[src/rtl/pipeline_run_controller.sv]
`default_nettype none
// ============================================================================
// Module  : pipeline_run_controller
// Brief   : Run/step/halt sequencer driving PC and stage-register enables and
//           flushes of a 5-stage MIPS pipeline for the debug path.
// Revision: 1.0 - initial release
// ============================================================================
module pipeline_run_controller #(
  parameter int DRAIN_CYCLES = 3,
  parameter int CNT_W        = 32
) (
  input  logic             i_clk,
  input  logic             i_rst,
  input  logic             i_cmd_valid,
  input  logic [1:0]       i_cmd,
  input  logic             i_halt_id,
  input  logic             i_load_use_hazard,
  input  logic             i_branch_taken,
  output logic             o_pc_en,
  output logic             o_ifid_en,
  output logic             o_ifid_flush,
  output logic             o_idex_flush,
  output logic             o_pipe_en,
  output logic             o_pc_clr,
  output logic             o_halted,
  output logic             o_busy,
  output logic [2:0]       o_state,
  output logic [CNT_W-1:0] o_cycle_count
);

  typedef enum logic [2:0] {
    S_IDLE   = 3'd0,
    S_RUN    = 3'd1,
    S_STEP   = 3'd2,
    S_DRAIN  = 3'd3,
    S_HALTED = 3'd4,
    S_CLEAR  = 3'd5
  } state_e;

  localparam logic [1:0] C_STOP  = 2'b00;
  localparam logic [1:0] C_RUN   = 2'b01;
  localparam logic [1:0] C_STEP  = 2'b10;
  localparam logic [1:0] C_CLEAR = 2'b11;

  localparam int DW = (DRAIN_CYCLES > 1) ? $clog2(DRAIN_CYCLES) : 1;
  localparam logic [DW-1:0] DRAIN_INIT = DW'(DRAIN_CYCLES - 1);

  state_e           state_q, state_d;
  logic [DW-1:0]    drain_q, drain_d;
  logic [CNT_W-1:0] cnt_q, cnt_d;

  always_ff @(posedge i_clk or posedge i_rst) begin
    if (i_rst) begin
      state_q <= S_IDLE;
      drain_q <= '0;
      cnt_q   <= '0;
    end else begin
      state_q <= state_d;
      drain_q <= drain_d;
      cnt_q   <= cnt_d;
    end
  end

  always_comb begin
    state_d      = state_q;
    drain_d      = drain_q;
    o_pc_en      = 1'b0;
    o_ifid_en    = 1'b0;
    o_ifid_flush = 1'b0;
    o_idex_flush = 1'b0;
    o_pipe_en    = 1'b0;
    o_pc_clr     = 1'b0;
    o_halted     = 1'b0;
    case (state_q)
      S_IDLE: begin
        if (i_cmd_valid) begin
          case (i_cmd)
            C_RUN:   state_d = S_RUN;
            C_STEP:  state_d = S_STEP;
            C_CLEAR: state_d = S_CLEAR;
            default: state_d = S_IDLE;
          endcase
        end
      end
      S_RUN, S_STEP: begin
        o_pipe_en = 1'b1;
        // HALT outranks hazards, branches and a concurrent STOP
        if (i_halt_id) begin
          o_idex_flush = 1'b1;
          drain_d      = DRAIN_INIT;
          state_d      = (DRAIN_CYCLES == 1) ? S_HALTED : S_DRAIN;
        end else begin
          if (i_load_use_hazard) begin
            o_idex_flush = 1'b1;
          end else begin
            o_pc_en      = 1'b1;
            o_ifid_en    = 1'b1;
            o_ifid_flush = i_branch_taken;
          end
          if (state_q == S_STEP) begin
            state_d = S_IDLE;
          end else if (i_cmd_valid && (i_cmd == C_STOP)) begin
            state_d = S_IDLE;
          end
        end
      end
      S_DRAIN: begin
        o_pipe_en    = 1'b1;
        o_idex_flush = 1'b1;
        // Counter value 1 marks the last drain cycle
        if (drain_q <= DW'(1)) begin
          drain_d = '0;
          state_d = S_HALTED;
        end else begin
          drain_d = drain_q - 1'b1;
        end
      end
      S_HALTED: begin
        o_halted = 1'b1;
        if (i_cmd_valid && (i_cmd == C_CLEAR)) begin
          state_d = S_CLEAR;
        end
      end
      S_CLEAR: begin
        o_pc_clr     = 1'b1;
        o_ifid_flush = 1'b1;
        o_idex_flush = 1'b1;
        state_d      = S_IDLE;
      end
      default: state_d = S_IDLE;
    endcase
  end

  always_comb begin
    cnt_d = cnt_q;
    if (state_q == S_CLEAR) begin
      cnt_d = '0;
    end else if (o_pipe_en && !(&cnt_q)) begin
      cnt_d = cnt_q + 1'b1;
    end
  end

  assign o_busy        = (state_q == S_RUN) || (state_q == S_STEP) || (state_q == S_DRAIN);
  assign o_state       = state_q;
  assign o_cycle_count = cnt_q;

endmodule
`default_nettype wire

[config.mk]
export PLATFORM = sky130hd
export DESIGN_NAME = pipeline_run_controller
export DESIGN_NICKNAME = d
export VERILOG_FILES = /design/src/rtl/pipeline_run_controller.sv
export SDC_FILE = /design/constraint.sdc
export NUM_CORES = 1
export LEC_CHECK = 0
export CAP_MARGIN = 20
export CORE_MARGIN = 2
export CORE_UTILIZATION = 50
export DETAILED_ROUTE_END_ITERATION = 8
export HOLD_SLACK_MARGIN = 0.12
export PLACE_DENSITY_LB_ADDON = 0.05
export RECOVER_POWER = 50
export SLEW_MARGIN = 20
export SYNTH_ARGS = -nofsm -noshare
export SYNTH_HDL_FRONTEND = slang
export SYNTH_SLANG_ARGS = --single-unit
[constraint.sdc]
create_clock -name i_clk -period 2.9 [get_ports i_clk]
set_input_delay 0.58 -clock i_clk [delete_from_list [all_inputs] [get_ports i_clk]]
set_output_delay 0.58 -clock i_clk [all_outputs]
set_load 0.01 [all_outputs]
==> flow_summary.toml, run 1 <==
[outcome]
status = "completed"

[cts]
cts_root_buf = "clkbuf_8"
cts_sinks = 37
cts_tree = "done"
hold_buffers = 0
post-cts-setup-buffers = 0
h-tree-depth = 2
insertion_delay_ps = 300
numCtsBuffers = 5
cts_resized = 0
clk_pin_slew_worst_paths_ps = 80
clockBufferDepth = 2

[synth]
synth_area_um2 = 2220
synth-seq-cells = 37
synthCells = 264
synth_seq_area_share = 0.416
ys_types = 43
synth_warnings = 0
synth_fp_nets = 273
synth.avg_cell_area_um2 = 8.43

[routing]
wl_per_cell_um = 15.1
drt_iter0_drc = 137
postRouteAntennaNets = 0
routed_wl_mm = 5.52
viasPerCell = 5.98
vias = 2189
drc_errors = 0
firstDrtPassIters = 4

[worst_setup_path]
arrival_ps = 2110
r2r-start = "o_cycle_count[8]"
crit_required_ps = 2320
slowest_delay_ps = 650
cp-startpoint = "o_state[2]"
cp_top_family = "buffers and inverters"
start_kind = "register"
path_max_fanout = 18
rr_worst_depth = 6
r2r-end = "o_cycle_count[27]"
cp_num_buf_inv = 2
cp_cell_sequence = "nand3b_1, inv_1, clkdlybuf4s50_1"
r2r_slack_ps = 390
cpMaxStageDelayCell = "dfrtp_1"
worst_setup_path_end_kind = "output port"
timing_worst_setup_path_type = "register to output port"

[global_route]
grt_first_pass_wirelength_mm = 9.57
antenna_found_initial = 0
grt_max_degree = 38
grt_util_all_layers = 0.233
grt_pass1_vias = 2040
gr-total-overflow = 0

[floorplanning]
die_y_um = 70.7
initial_core_util = 0.514
core-area_um2 = 4320
ios = 51
die-area_um2 = 5000
fp-row-count = 24
die_x_um = 70.7

[sta]
skew_ps = 15.3
setup_tns_ps = 0
whs_ps = 488
worst_slew_pin_slew_ps = 925
rsz0062_at_grt = "no"
fmax_mhz = 371
finalSetupViolations = 0
slew_headroom = 0.383
slew_viol_final = 0
hold_viol_final = 0
fin_crit_sh = 0.928
finalCriticalPeriod_ps = 2690

[min_path]
hold_depth = 1
min_from = "drain_q[0]"
min_to = "drain_q[0]"
worstHoldPathType = "register to register"

[layout]
layout_commonest_cell = "dfrtp_1"
layout.nets = 322
drive_above_1_share = 0.0732
area_growth_syn_to_layout_pct = 28.7
fin_area_um2 = 2860
most-common-layout-cells = "dfrtp_1 (37), nand2_1 (30), clkdlybuf4s50_1 (30)"
diodes = 0

[power]
power.density_nw_per_um2 = 674
ir_worst_vdd_v = 0.000576
static-leakage-power_nw = 1.24

[placement]
io_buffers = 50
routabilityCongestion = 0.815
place_area_um2 = 2770
dp_hpwl_mm = 3.84

[run]
drv_cap = 0
[power breakdown]
group / switching, mW / leakage [nW] / internal [mW] / total [mW]
clock: 0.192 / 0.0542 / 0.215 / 0.408
sequential: 0.116 / 0.505 / 0.568 / 0.684
combinational: 0.480 / 0.680 / 0.359 / 0.839
total: 0.788 / 1.24 / 1.14 / 1.93
[Yosys cell counts, drive strengths merged]
library cell / number / share of area
o221ai: 1 / 0.0039
ha: 1 / 0.0056
and3: 6 / 0.017
nand2b: 4 / 0.011
inv: 12 / 0.020
o311ai: 1 / 0.0039
nor3: 12 / 0.027
and2: 4 / 0.011
nor4: 11 / 0.034
clkbuf: 9 / 0.015
nand2: 31 / 0.056
o21a: 2 / 0.0067
o41ai: 1 / 0.0039
xnor2: 8 / 0.031
o21ai: 27 / 0.061
mux2: 1 / 0.0051
or3: 4 / 0.011
o31ai: 6 / 0.020
nor2: 18 / 0.030
nand4: 12 / 0.040
mux2i: 1 / 0.0045
a21oi: 9 / 0.025
a221oi: 1 / 0.0039
or4: 4 / 0.013
a211oi: 2 / 0.0067
nand3b: 2 / 0.0067
or2: 1 / 0.0028
a31oi: 5 / 0.014
xor2: 3 / 0.012
buf: 8 / 0.026
o211ai: 2 / 0.0067
and4: 2 / 0.0079
nand3: 14 / 0.031
dfrtp: 37 / 0.42
a21o: 2 / 0.0067
[layout make-up]
type	instances	area, um2
clock buffer	7	96.3
clock inverter	1	5.00
fill	373	1460
inverter	12	45.0
multi-input combinational	198	1160
sequential	37	926
tap	52	65.1
timing repair buffer	59	566
[routing by layer]
layer	up-vias	part of all wire	wire, um	GRT usage
met3	6	0.055	302	0.0356
met5	-	0	0	0
met2	69	0.46	2570	0.381
met1	1051	0.47	2590	0.318
met4	0	0.011	62	0.0776
li1	1063	-	-	-
[worst max-delay path by stage]
| stage | endpoint | slack (ps) | cells after the start |
|---|---|---|---|
| floorplan | o_cycle_count[23] | 760 | 9 |
| global placement | o_ifid_flush | 230 | 6 |
| detailed placement | o_ifid_flush | 220 | 6 |
| CTS | o_ifid_flush | 200 | 6 |
| global route | o_pc_clr | 80 | 3 |
| finish | o_pc_clr | 210 | 3 |
[state kept, by name, indices dropped and copies added, names as in the netlist]
| name | count |
|---|---|
| o_state | 3 |
| drain_q | 2 |
| o_cycle_count | 32 |
[logic make-up after synthesis]
family	after synthesis	share of synthesized area
simple gates	125	0.300
compound gates	59	0.163
flops	37	0.416
buf+inv	29	0.0619
xor+xnor	11	0.0433
mux	2	0.00956
fa+ha+maj	1	0.00562
[metrics by stage]
step	utilization	setup WS [ps]	instances	power (mW)
3_3_place_gp	0.639	231	358	1.53
5_1_grt	0.662	75.5	366	2.05
4_1_cts	0.663	199	366	1.94
2_1_floorplan	-	765	264	1.24
3_5_place_dp	0.639	216	358	1.54
6_report	0.662	208	366	1.93
(Power assumes the default switching activity.)
==> run 2: changes to the inputs <==
--- a/config.mk
+++ b/config.mk
@@ -10,6 +10,7 @@
 export CORE_UTILIZATION = 50
 export DETAILED_ROUTE_END_ITERATION = 8
 export HOLD_SLACK_MARGIN = 0.12
+export MAX_ROUTING_LAYER = met4
 export PLACE_DENSITY_LB_ADDON = 0.05
 export RECOVER_POWER = 50
 export SLEW_MARGIN = 20
==> flow_summary.toml, run 2 (synthesized netlist as in run 1, its figures left out) <==
[routing]
routed_wl_mm = 5.52
drt_iter0_drc = 139
postRouteAntennaNets = 0
drc_errors = 0
firstDrtPassIters = 4
viasPerCell = 5.89
wl_per_cell_um = 15.1
vias = 2154

[outcome]
status = "completed"

[sta]
whs_ps = 488
hold_viol_final = 0
finalSetupViolations = 0
setup_tns_ps = 0
skew_ps = 15.2
fmax_mhz = 374
finalCriticalPeriod_ps = 2680
slew_viol_final = 0
rsz0062_at_grt = "no"
slew_headroom = 0.379
fin_crit_sh = 0.923
worst_slew_pin_slew_ps = 932
setup_ws_ps = 224

[floorplanning]
die-area_um2 = 5000
initial_core_util = 0.514
core-area_um2 = 4320
fp-row-count = 24
die_y_um = 70.7
ios = 51
die_x_um = 70.7

[worst_setup_path]
timing_worst_setup_path_type = "primary input to output port"
worst_setup_path_end_kind = "output port"
arrival_ps = 2100
cpMaxStageDelayCell = "clkdlybuf4s50_1"
path_max_fanout = 3
start_kind = "primary input"
r2r_slack_ps = 390
cp_cell_sequence = "clkdlybuf4s50_1, nor4_1, buf_4, nand2_1, nand2_1, clkdlybuf4s50_1"
r2r-end = "o_cycle_count[27]"
cp_num_buf_inv = 3
cp_top_family = "buffers and inverters"
r2r-start = "o_cycle_count[8]"
crit_required_ps = 2320
rr_worst_depth = 6
slowest_delay_ps = 540

[global_route]
grt_pass1_vias = 2035
gr-total-overflow = 0
grt_max_degree = 38
antenna_found_initial = 0
grt_util_all_layers = 0.240
grt_first_pass_wirelength_mm = 9.56

[cts]
clk_pin_slew_worst_paths_ps = 80
h-tree-depth = 2
cts_resized = 0
cts_sinks = 37
clockBufferDepth = 2
cts_root_buf = "clkbuf_8"
numCtsBuffers = 5
hold_buffers = 0
cts_tree = "done"
post-cts-setup-buffers = 0
insertion_delay_ps = 300

[placement]
place_area_um2 = 2770
dp_hpwl_mm = 3.84
io_buffers = 50
place_ws_ps = 216
routabilityCongestion = 0.827

[run]
drv_cap = 0

[layout]
area_growth_syn_to_layout_pct = 28.7
diodes = 0
n_fill_cell = 373
most-common-layout-cells = "dfrtp_1 (37), nand2_1 (30), clkdlybuf4s50_1 (30)"
fin_area_um2 = 2860
seqCellArea_um2 = 926
largest_reg_flops = 32
layout_commonest_cell = "dfrtp_1"
layout.nets = 322
multi_input_area_um2 = 1160
drive_above_1_share = 0.0732

[min_path]
worstHoldPathType = "register to register"
min_to = "drain_q[0]"
min_from = "drain_q[0]"
hold_depth = 1

[power]
ir_worst_vdd_v = 0.000572
static-leakage-power_nw = 1.24
power.density_nw_per_um2 = 673
run 2: cell counts in the layout (fill, tap and decap cells not counted):
Identical to the previous run, type by type.
run 2: metal layers:
metal,vias up,GRT usage,routed length (um)
li1,1060,-,-
met1,1030,0.319,2570
met2,58,0.381,2570
met3,6,0.0356,316
met4,0,0.0776,59
met5,-,-,0
run 2: through the flow:
stage / power [mW] / util / cells
floorplan: 1.24 / - / 264
global placement: 1.53 / 0.639 / 358
detailed placement: 1.54 / 0.639 / 358
CTS: 1.94 / 0.663 / 366
global route: 2.05 / 0.662 / 366
finish: 1.93 / 0.662 / 366
run 2: worst reg2reg max path: cells and delay by family, from the launching register on:
family / cells / cell delay (ps)
AND/OR/NAND/NOR: 3 / 1310
flip-flops: 1 / 420
AO/OA/AOI/OAI: 3 / 720
run 2: how the worst max path moves through the flow:
stage / cells after the start / startpoint / slack, ps / end
floorplan: 9 / o_cycle_count[8] / 760 / o_cycle_count[23]
global placement: 6 / i_halt_id / 230 / o_ifid_flush
finish: 6 / i_load_use_hazard / 220 / o_ifid_flush
global route: 3 / o_state[2] / 80 / o_pc_clr
CTS: 6 / i_halt_id / 200 / o_ifid_flush
detailed placement: 6 / i_load_use_hazard / 220 / o_ifid_flush
run 2: layout make-up:
class / count / area share
clock buffers: 7 / 0.0336
multi-input cells: 198 / 0.405
clock inverters: 1 / 0.00175
inverters: 12 / 0.0157
well taps: 52 / 0.0227
repair buffers: 59 / 0.197
flip-flops and latches: 37 / 0.323
run 2: where the power goes:
part           internal [mW]  switching, mW  total (mW)
combinational          0.359          0.480       0.839
clock                  0.215          0.192       0.407
sequential             0.568          0.114       0.682
total                   1.14          0.786        1.93
